### src/rtl/lfsr_prng_stream.sv
// Parametrised Fibonacci LFSR with valid/ready output, runtime seed load,
// zero-seed substitution, advance counter and full-period detection.
module lfsr_prng_stream #(
    parameter int unsigned           WIDTH = 32,
    parameter logic [WIDTH-1:0]      TAPS  = WIDTH'(32'h80200003),
    parameter logic [WIDTH-1:0]      SEED  = WIDTH'(1),
    parameter int unsigned           STEPS = 1,
    parameter int unsigned           CNT_W = 32
) (
    input  logic             clk,
    input  logic             reset_n,
    input  logic             en,
    input  logic             load_valid,
    input  logic [WIDTH-1:0] load_data,
    output logic             out_valid,
    input  logic             out_ready,
    output logic [WIDTH-1:0] out_data,
    output logic             zero_seed_err,
    output logic             period_done,
    output logic [CNT_W-1:0] adv_cnt
);

    logic [WIDTH-1:0] state;
    logic [WIDTH-1:0] seed_reg;
    logic [WIDTH-1:0] state_nxt;
    logic             accept;

    assign out_data = state;
    assign accept   = out_valid & out_ready & en;

    // STEPS shifts unrolled combinationally; result lands in one cycle
    always_comb begin
        state_nxt = state;
        for (int unsigned s = 0; s < STEPS; s++) begin
            state_nxt = {state_nxt[WIDTH-2:0], ^(state_nxt & TAPS)};
        end
    end

    always_ff @(posedge clk) begin
        if (!reset_n) begin
            state         <= SEED;
            seed_reg      <= SEED;
            out_valid     <= 1'b0;
            zero_seed_err <= 1'b0;
            period_done   <= 1'b0;
            adv_cnt       <= '0;
        end else begin
            out_valid     <= 1'b1;
            zero_seed_err <= 1'b0;
            period_done   <= 1'b0;
            if (load_valid) begin
                adv_cnt <= '0;
                if (load_data == '0) begin
                    state         <= SEED;
                    seed_reg      <= SEED;
                    zero_seed_err <= 1'b1;
                end else begin
                    state    <= load_data;
                    seed_reg <= load_data;
                end
            end else if (accept) begin
                state       <= state_nxt;
                adv_cnt     <= adv_cnt + CNT_W'(1);
                period_done <= (state_nxt == seed_reg);
            end
        end
    end

endmodule

### config.mk
export PLATFORM = sky130hd
export DESIGN_NAME = lfsr_prng_stream
export DESIGN_NICKNAME = d
export VERILOG_FILES = /design/src/rtl/lfsr_prng_stream.sv
export SDC_FILE = /design/constraint.sdc
export NUM_CORES = 1
export LEC_CHECK = 0
export CORE_ASPECT_RATIO = 1.1
export CORE_MARGIN = 5
export CORE_UTILIZATION = 45
export CTS_CLUSTER_SIZE = 24
export DETAILED_ROUTE_END_ITERATION = 12
export HOLD_SLACK_MARGIN = 0.1
export PLACE_DENSITY = 0.83
export RECOVER_POWER = 25
export SETUP_SLACK_MARGIN = 0.4
export SLEW_MARGIN = 15
export SYNTH_ARGS = -nofsm -noshare
export SYNTH_HDL_FRONTEND = slang
export SYNTH_SLANG_ARGS = --single-unit
### constraint.sdc
create_clock -name clk -period 4.7 [get_ports clk]
set_input_delay 0.47 -clock clk [delete_from_list [all_inputs] [get_ports clk]]
set_output_delay 0.47 -clock clk [all_outputs]
set_load 0.05 [all_outputs]
==> impl_results.md, run 1 <==
- Clock Skews: between 0.007 and 0.008 ns
- Worst path required time: 4.98 ns
- Post-Syn Area: 4710 um2
- Yosys top cell area share: 0.421
- GPL Wtd Cong: 0.798
- CTS resizes: 0
- Die W: 108 um
- Switching Power: 0.487 mW
- Synth Area per Inst: 8.92 um2
- DR iter-0 viols: 170
- 1st-pass router iterations: 4
- Placed cell count: approximately 750
- PwrDens: 303 nW/um2
- Post-CTS Setup Inserts: 0
- Comb power frac: 0.139
- Hold Path Stages: 2
- VDD IR max: 0.213 mV
- I/O pins: 104
- Crit-path max FO: 34
- Rows: 39
- Crit path kind: in -> reg
- Routed wire length: 12.0 mm
- Max Cap Viol: 0
- DRC: 0
- Die Y: 117 um
- Worst hold slack: 0.482 ns
- Root Buffer: clkbuf_16
- Unique cell type count in the Yosys netlist: 34
- Final setup TNS: 0 ns
- Core area: 10300 um2
- Antenna violations before repair: 0
- Sequential area share after synthesis: 0.421
- DP Area: 5820 um2
- Cell taking the most area after synthesis: dfxtp_1
- Reg power frac: 0.490
- Post-DR vias/cell: 5.40
- Overall Global Routing Usage: 0.189
- Final period util: 0.575
- Leak Pwr: 2.38 nW
- Top cells by area, synth: dfxtp_1 (42%), mux2i_1 (6.6%), xor2_1 (6.3%)
- Max Clk Rate: around 0.37 GHz
- H-tree level count: 3
- Layout cells sized above 1: 0.0372
- Port bufs: 103
- CTS sink cnt: 99
- Antenna Nets Post-Route: 0
- Tot Pwr: 1.84 mW
- DP Wirelength: a little under 9 mm
- CP Capture Type: flip-flop
- First-pass GRT wire length: 19.6 mm
- Max-slew violations: 0
- Startpoint class of the critical path: input pin
- Clk pin slew, worst setup/hold paths: 0.06 ns
- CTS Hold Bufs: 0
- Clock power share: 0.371
- Final instance area: between 6000 and 7000 um2
- Area Growth Syn to Fin: 29.2%
- Most frequent cells in the layout: dfxtp_1 (99), clkdlybuf4s50_1 (83), nand2_1 (46)
- Final hold vios: 0
- Initial Util: 0.458
- Final min period: 2.70 ns
- P_int: around 1.4 mW
- Mapped Cells: 528
- Clock Latency Late Sink: between 0.3 and 0.4 ns
- Synthesized Nets: 566
- Antenna Cells: 0
- Status: finished, final reports clean
- Total grt overflow: 0
- Worst hold path class: reg -> reg
- Unrepaired setup endpoints after global routing: no
- Slew margin rel.: 0.261
- Leading cell type in the layout, fill and taps excluded: dfxtp_1
- Reg2Reg Depth: 5
- Clock tree from TritonCTS: done
- Yosys reg bits: 99
- Vias in the first global route: 4047
- Crit path DAT: 2.98 ns
- Worst-margin pin slew: approximately 1.1 ns
- CTS buffer count: 9
- Nets@finish: 651
- Yosys synthesis warning count: 0
- Final setup fails: 0
- Sw Ratio: 0.265
- WL per Instance: 15.7 um
- Via Count: 4113
- Fin cells: approximately 760
- Die Footprint: 12600 um2
- Clk buf depth: 2
- Largest net degree at the start of global routing: 51
[Yosys cell counts]
cell type  instances
a21boi_0          31
a21oi_1           19
a2bb2oi_1          1
and2_1            31
and3_1             2
and4_1             5
and4_2             1
buf_1              3
buf_2              4
clkbuf_1          25
dfxtp_1           99
ha_1               1
inv_1              5
mux2i_1           31
nand2_1           46
nand2b_1          35
nand3_1           15
nand4_1           13
nand4_2            2
nor2_1            14
nor2b_1            1
nor3_1             5
nor4_1            17
o211a_1            1
o21ai_0           37
o311ai_0           4
o31ai_1           13
o41ai_1            3
or3_1              1
or3_2              2
or4_1             17
xnor2_1            9
xnor3_1            1
xor2_1            34
[logic make-up after synthesis]
kind of cell	count (synthesis)	synth area share
muxes	31	0.0659
buffers and inverters	37	0.0305
xor gates and xnor gates	44	0.0847
AOI/OAI and AO/OA	109	0.147
DFF	99	0.421
adders and majority gates	1	0.00266
and+or+nand+nor	207	0.249
[stage by stage]
| stage | setup slack [ns] | utilization |
|---|---|---|
| detailed placement | 1.74 | 0.565 |
| global route | 1.77 | 0.591 |
| floorplan | 2.26 | - |
| CTS | 2.08 | 0.592 |
| global placement | 1.78 | 0.565 |
| finish | 2.00 | 0.591 |
[critical path: stages]
cell and delay, ns:
dlygate4sd3_1 1.19, nand2b_1 0.84, nor2_1 0.27, nand4_1 0.12, nand2_1 0.08
[routing by layer]
metal	vias up	global-route usage	part of all wire
met5	-	0	0
met4	0	0.0671	0.015
met3	14	0.0357	0.063
met2	129	0.321	0.50
met1	1922	0.238	0.42
li1	2048	-	-
[final cells by class]
| cell class | instances | area [um2] |
|---|---|---|
| fill | 888 | 4210 |
| multi-input combinational | 392 | 2590 |
| sequential | 99 | 1980 |
| timing repair buffer | 106 | 1040 |
| clock buffer | 12 | 246 |
| tap | 143 | 179 |
| clock inverter | 4 | 26.3 |
| inverter | 5 | 18.8 |
[worst paths after layout]
| path | start | slack (ns) | end |
|---|---|---|---|
| max | reset_n | 2.00 | adv_cnt[19]$_SDFFE_PP0P_ |
| min | adv_cnt[31]$_SDFFE_PP0P_ | 0.48 | adv_cnt[31]$_SDFFE_PP0P_ |
| max reg2reg | adv_cnt[0]$_SDFFE_PP0P_ | 2.34 | adv_cnt[20]$_SDFFE_PP0P_ |
| min reg2reg | adv_cnt[31]$_SDFFE_PP0P_ | 0.48 | adv_cnt[31]$_SDFFE_PP0P_ |
[power by group through the flow]
stage               Combinational (mW)  Clock, mW  Sequential [mW]
global route                     0.275      0.727            0.907
CTS                              0.260      0.697            0.903
detailed placement               0.258          0            0.922
floorplan                        0.107          0            0.971
global placement                 0.254          0            0.920
finish                           0.255      0.683            0.903
Power figures use the tool's default switching activity.
==> run 2, diff against run 1 <==
==> constraint.sdc (replaced) <==
create_clock -name clk -period 2.75 [get_ports clk]
set_input_delay 0.275 -clock clk [delete_from_list [all_inputs] [get_ports clk]]
set_output_delay 0.275 -clock clk [all_outputs]
set_load 0.05 [all_outputs]
==> run 2 against run 1 <==
  * Final area rose by 0.33%
  * Clock skew fell by 0.00082 ns
  * Final cell count rose by 0.26%
  * Global-route usage rose by 0.51 points
  * Critical endpoint is now adv_cnt[20]$_SDFFE_PP0P_
  * Highest routed layer unchanged
==> impl_results.md, run 2 (same netlist as run 1, synthesis figures left out) <==
- DP Wirelength: 9.09 mm (was 8.70 mm)
- Largest net degree at the start of global routing: 98 (was 51)
- CTS buffer count: 9 (unchanged)
- Clock Latency Late Sink: 0.34 ns (about the same)
- Crit path max-delay family: simple AND/OR/NAND/NOR gates (unchanged)
- Clock tree from TritonCTS: done (unchanged)
- Worst-margin pin slew: 0.990 ns (was 1.11 ns)
- Area Growth Syn to Fin: 29.6% (was 29.2%)
- GPL Wtd Cong: 0.845 (was 0.798)
- Nets@finish: 654 (was 651)
- CTS sink cnt: 99 (unchanged)
- Tot Pwr: 3.21 mW (was 1.84 mW)
- Layout cells sized above 1: 0.0387 (was 0.0372)
- Final setup TNS: 0 ns (unchanged)
- Worst path most repeated cell: or4_1
- Reg2Reg Depth: 5 (unchanged)
- Hold_sp: load_valid (was adv_cnt[31]$_SDFFE_PP0P_)
- 1st-pass router iterations: 4 (unchanged)
- Post-CTS Setup Inserts: 0 (unchanged)
- VDD IR max: 0.315 mV (was 0.213 mV)
- CP Capture Type: flip-flop (unchanged)
- CTS Hold Bufs: 0 (unchanged)
- Initial Util: 0.458 (unchanged)
- Final min period: roughly 2.2 ns
- Crit-path slowest cell: or4_1 (was dlygate4sd3_1)
- DR iter-0 viols: 141 (was 170)
- Fill cells: 913 (was 888)
- Antenna violations before repair: 0 (unchanged)
- Vias in the first global route: 4274 (was 4047)
- Worst path required time: 3.02 ns (was 4.98 ns)
- Die Footprint: 12600 um2 (unchanged)
- Startpoint class of the critical path: flip-flop (was input pin)
- Antenna Nets Post-Route: 0 (unchanged)
- PwrDens: 525 nW/um2 (was 303 nW/um2)
- Highest routed layer: met4 (unchanged)
- Reg2reg setup slack: 0.52 ns (was 2.34 ns)
- Max Clk Rate: 0.448 GHz
- Max incr delay on CP: 0.70 ns (was 1.19 ns)
- Die Y: 117 um (unchanged)
- Met3 wire len: 636 um (was 752 um)
- Worst hold slack: 0.431 ns (was 0.482 ns)
- Overall Global Routing Usage: 0.194 (was 0.189)
- DRC: 0 (unchanged)
- Via Count: 4229 (was 4113)
- Met1 wire length: 5.16 mm (was 5.07 mm)
- Core area: 10300 um2 (unchanged)
- Post-DR vias/cell: 5.54 (was 5.40)
- Final setup fails: 0 (unchanged)
- Max Cap Viol: 0 (unchanged)
- Routed wire length: 12.3 mm (was 12.0 mm)
- Most frequent cells in the layout: clkdlybuf4s50_1 (100), dfxtp_1 (98), nand2_1 (46) (was dfxtp_1 (99), clkdlybuf4s50_1 (83), nand2_1 (46))
- Die W: 108 um (unchanged)
- Clk pin slew, worst setup/hold paths: 0.06 ns (about the same)
- Root Buffer: clkbuf_16 (unchanged)
- FF/Latch Area: 1980 um2 (about the same)
- Crit path DAT: 2.50 ns (was 2.98 ns)
- Unrepaired setup endpoints after global routing: no (unchanged)
- Final hold vios: 0 (unchanged)
- Clock Skews: 0.00632 ns (was 0.00714 ns)
- Total grt overflow: 0 (unchanged)
- Final period util: 0.812
- WL per Instance: 16.1 um (was 15.7 um)
- DP Area: 5840 um2 (was 5820 um2)
- Leading cell type in the layout, fill and taps excluded: clkdlybuf4s50_1 (was dfxtp_1)
- Crit path kind: reg -> reg (was in -> reg)
- I/O pins: 104 (unchanged)
- Status: finished, final reports clean (unchanged)
- Hold Path Stages: 4 (was 2)
- Worst hold path class: in -> reg (was reg -> reg)
- RR Endpoint: adv_cnt[20]$_SDFFE_PP0P_ (unchanged)
- Hold Path End: period_done$_SDFF_PP0_ (was adv_cnt[31]$_SDFFE_PP0P_)
- Port bufs: 103 (unchanged)
- Slew margin rel.: 0.340 (was 0.261)
- CP Buf/Inv Count: 0 (was 1)
- H-tree level count: 3 (unchanged)
- Crit-path max FO: 9 (was 34)
- Leak Pwr: 2.35 nW (was 2.38 nW)
- Max-slew violations: 0 (unchanged)
- Met2 Wirelength: 6.36 mm (was 5.98 mm)
- Worst flop-to-flop path startpoint: adv_cnt[0]$_SDFFE_PP0P_ (unchanged)
- Antenna Cells: 0 (unchanged)
- Worst path cell trace: ha_1, nand2_1, or4_1, or4_1, a21oi_1 (was dlygate4sd3_1, nand2b_1, nor2_1, nand4_1, nand2_1)
- WP depth: 5 (unchanged)
- First-pass GRT wire length: 20.1 mm (was 19.6 mm)
- Rows: 39 (unchanged)
- Clk buf depth: 2 (unchanged)
- Multi-input gate area: 2580 um2 (was 2590 um2)
- CTS resizes: 0 (unchanged)
- Final instance area: 6110 um2 (was 6090 um2)
==> run 2: worst max-delay path by stage <==
stage                                to                     from
4_1_cts        adv_cnt[26]$_SDFFE_PP0P_  adv_cnt[5]$_SDFFE_PP0P_
6_report       adv_cnt[20]$_SDFFE_PP0P_  adv_cnt[0]$_SDFFE_PP0P_
3_5_place_dp   adv_cnt[20]$_SDFFE_PP0P_                       en
5_1_grt        adv_cnt[18]$_SDFFE_PP0P_  adv_cnt[0]$_SDFFE_PP0P_
2_1_floorplan  adv_cnt[21]$_SDFFE_PP0P_  adv_cnt[5]$_SDFFE_PP0P_
3_3_place_gp   adv_cnt[20]$_SDFFE_PP0P_                       en
==> run 2: metal layers <==
metal,global-route usage,up-vias
met5,0,-
met3,0.0484,13
met4,0.0655,0
met2,0.336,123
li1,-,2066
met1,0.233,2027
==> run 2: final cells by class <==
| cell class | instances | area share |
|---|---|---|
| clock buffer | 12 | 0.0387 |
| clock inverter | 3 | 0.00656 |
| inverter | 5 | 0.00307 |
| multi-input combinational | 392 | 0.423 |
| sequential | 99 | 0.325 |
| tap | 143 | 0.0293 |
| timing repair buffer | 109 | 0.174 |
==> run 2: through the flow <==
step,setup slack [ns],cells,util
after global routing,0.309,763,0.593
after detailed placement,0.285,748,0.568
final,0.516,763,0.593
after floorplan,0.446,528,-
after CTS,0.529,763,0.594
after global placement,0.336,748,0.568
==> run 2: worst register-to-register path, cell delays in order, from the launching register on <==
cell and delay [ns]:
dfxtp_1 0.42, ha_1 0.20, nand2_1 0.15, or4_1 0.70
or4_1 0.54, a21oi_1 0.15
==> run 2: power by group <==
| part | internal (mW) | leakage (nW) | switching, mW |
|---|---|---|---|
| sequential | 1.49 | 0.811 | 0.0576 |
| combinational | 0.193 | 1.40 | 0.249 |
| clock | 0.699 | 0.136 | 0.520 |
| total | 2.38 | 2.35 | 0.827 |
==> run 3, diff against run 2 <==
--- a/config.mk
+++ b/config.mk
@@ -11,7 +11,7 @@
 export CTS_CLUSTER_SIZE = 24
 export DETAILED_ROUTE_END_ITERATION = 12
 export HOLD_SLACK_MARGIN = 0.1
-export PLACE_DENSITY = 0.83
+export PLACE_DENSITY = 0.86
 export RECOVER_POWER = 25
 export SETUP_SLACK_MARGIN = 0.4
 export SLEW_MARGIN = 15
==> constraint.sdc (replaced) <==
create_clock -name clk -period 1.98 [get_ports clk]
set_input_delay 0.198 -clock clk [delete_from_list [all_inputs] [get_ports clk]]
set_output_delay 0.198 -clock clk [all_outputs]
set_load 0.05 [all_outputs]
==> run 3 against run 2 <==
  * Die area did not move
  * Sequential share of layout area fell by 1.8 points
  * Total power rose by 36%
  * Worst setup slack got worse by 0.30 ns
  * Largest cell class unchanged
==> impl_results.md, run 3 (same netlist as run 1, synthesis figures left out) <==
- Status: finished, final reports clean (unchanged)
- CP Capture Type: flip-flop (unchanged)
- DRC: 0 (unchanged)
- VDD IR max: 0.546 mV (was 0.315 mV)
- Final period util: 0.893 (was 0.812)
- Crit-path max FO: 6 (was 9)
- Overall Global Routing Usage: 0.208 (was 0.194)
- Antenna Cells: 0 (unchanged)
- Die Y: 117 um (unchanged)
- Crit path max-delay family: simple AND/OR/NAND/NOR gates (unchanged)
- Placed cell count: 767 (was 748)
- Vias in the first global route: 4439 (was 4274)
- Leading cell type in the layout, fill and taps excluded: dfxtp_1 (was clkdlybuf4s50_1)
- DP Area: 6120 um2 (was 5840 um2)
- WL per Instance: 16.5 um (was 16.1 um)
- Fill cells: 848 (was 913)
- CTS buffer count: 9 (unchanged)
- Max-slew violations: 0 (unchanged)
- H-tree level count: 3 (unchanged)
- Fin cells: 810 (was 763)
- Initial Util: 0.458 (unchanged)
- Clock Skews: 0.00987 ns (was 0.00632 ns)
- Crit path kind: reg -> reg (unchanged)
- CTS sink cnt: 99 (unchanged)
- First-pass GRT wire length: 21.7 mm (was 20.1 mm)
- Worst path required time: 2.25 ns (was 3.02 ns)
- Routed wire length: 13.4 mm (was 12.3 mm)
- Worst path cell trace: nand4_4, buf_6, or4_4, or4_4, a21oi_2 (was ha_1, nand2_1, or4_1, or4_1, a21oi_1)
- Startpoint class of the critical path: flip-flop (unchanged)
- Via Count: 4386 (was 4229)
- Post-DR vias/cell: 5.41 (was 5.54)
- GPL Wtd Cong: 0.891 (was 0.845)
- Max Cap Viol: 0 (unchanged)
- Area Growth Syn to Fin: 42.9% (was 29.6%)
- Crit path DAT: 2.03 ns (was 2.50 ns)
- Worst-margin pin slew: 1.05 ns (was 0.990 ns)
- Worst hold path class: in -> reg (unchanged)
- Clk pin slew, worst setup/hold paths: 0.07 ns (was 0.06 ns)
- Worst path most repeated cell: or4_4 (was or4_1)
- Antenna Nets Post-Route: 0 (unchanged)
- DR iter-0 viols: 205 (was 141)
- Max incr delay on CP: 0.51 ns (was 0.70 ns)
- Leak Pwr: 2.93 nW (was 2.35 nW)
- Core area: 10300 um2 (unchanged)
- DP Wirelength: 9.48 mm (was 9.09 mm)
- I/O pins: 104 (unchanged)
- 1st-pass router iterations: 4 (unchanged)
- Port bufs: 103 (unchanged)
- Total grt overflow: 0 (unchanged)
- Final setup fails: 0 (unchanged)
- Final hold vios: 0 (unchanged)
- Largest net degree at the start of global routing: 69 (was 98)
- PwrDens: 650 nW/um2 (was 525 nW/um2)
- Final min period: 1.77 ns (was 2.23 ns)
- Root Buffer: clkbuf_16 (unchanged)
- CTS Hold Bufs: 0 (unchanged)
- Worst hold slack: 0.228 ns (was 0.431 ns)
- Clock tree from TritonCTS: done (unchanged)
- Unrepaired setup endpoints after global routing: yes (was no)
- Rows: 39 (unchanged)
- Clk buf depth: 2 (unchanged)
- Die W: 108 um (unchanged)
- Nets@finish: 700 (was 654)
- Clock Latency Late Sink: 0.34 ns (about the same)
- CP Buf/Inv Count: 1 (was 0)
- Layout cells sized above 1: 0.201 (was 0.0387)
- Antenna violations before repair: 0 (unchanged)
- Final setup TNS: 0 ns (unchanged)
- Most frequent cells in the layout: dfxtp_1 (72), dlygate4sd2_1 (59), nand2_1 (43) (was clkdlybuf4s50_1 (100), dfxtp_1 (98), nand2_1 (46))
- Slew margin rel.: 0.300 (was 0.340)
- Die Footprint: 12600 um2 (unchanged)
- Max Clk Rate: 0.566 GHz (was 0.448 GHz)
- Final instance area: 6730 um2 (was 6110 um2)
- Crit-path slowest cell: or4_4 (was or4_1)
==> run 3: path summary, 6_finish.rpt <==
kind	from	endpoint	slack, ns	cells after the start
worst max-delay path	adv_cnt[5]$_SDFFE_PP0P_	adv_cnt[23]$_SDFFE_PP0P_	0.21	5
worst min-delay path	load_valid	period_done$_SDFF_PP0_	0.23	4
worst max register to register	adv_cnt[5]$_SDFFE_PP0P_	adv_cnt[23]$_SDFFE_PP0P_	0.21	5
worst min register to register	seed_reg[30]$_SDFFE_PN0P_	seed_reg[30]$_SDFFE_PN0P_	0.50	2
==> run 3: layout make-up <==
| cell class | count | area (um2) | area share |
|---|---|---|---|
| repair buffers | 154 | 1320 | 0.197 |
| clock inverters | 5 | 36.3 | 0.00539 |
| clock buffers | 11 | 243 | 0.0361 |
| well taps | 143 | 179 | 0.0266 |
| multi-input cells | 393 | 2870 | 0.426 |
| inverters | 5 | 18.8 | 0.00279 |
| flip-flops and latches | 99 | 2070 | 0.307 |
==> run 3: worst register-to-register path, delay by kind of cell, from the launching register on <==
| family | cells | cell delay, ns |
|---|---|---|
| buffers and inverters | 1 | 0.14 |
| AND/OR/NAND/NOR | 3 | 1.06 |
| AO/OA/AOI/OAI | 1 | 0.13 |
| flip-flops | 1 | 0.37 |
==> run 3: routing by layer <==
| metal | up-vias | share of wire | routed length, um | track usage |
|---|---|---|---|---|
| met5 | - | 0 | 0 | 0 |
| met4 | 0 | 0.021 | 283 | 0.0710 |
| met3 | 21 | 0.058 | 777 | 0.0495 |
| met2 | 148 | 0.50 | 6690 | 0.351 |
| met1 | 2060 | 0.42 | 5620 | 0.258 |
| li1 | 2157 | - | - | - |
==> run 3: what timing repair did <==
action | in CTS | in global routing
pin swaps | 6 | 12
setup buffers | 22 | 4
setup endpoints to repair | 85 | 42
gates cloned | 1 | 0
gates resized for setup | 87 | 42
==> run 3: stage by stage <==
step	utilization	total power, mW	worst slack [ns]
global route	0.654	4.56	0.129
finish	0.654	4.37	0.213
CTS	0.640	4.42	0.207
global placement	0.595	2.78	-0.0812
floorplan	-	2.54	0.113
detailed placement	0.595	2.79	-0.120
==> run 3: power breakdown <==
part	switching (mW)	total (mW)	internal, mW
Clock	0.758	1.65	0.892
Combinational	0.357	0.607	0.250
Sequential	0.0767	2.12	2.04
Total	1.19	4.37	3.18
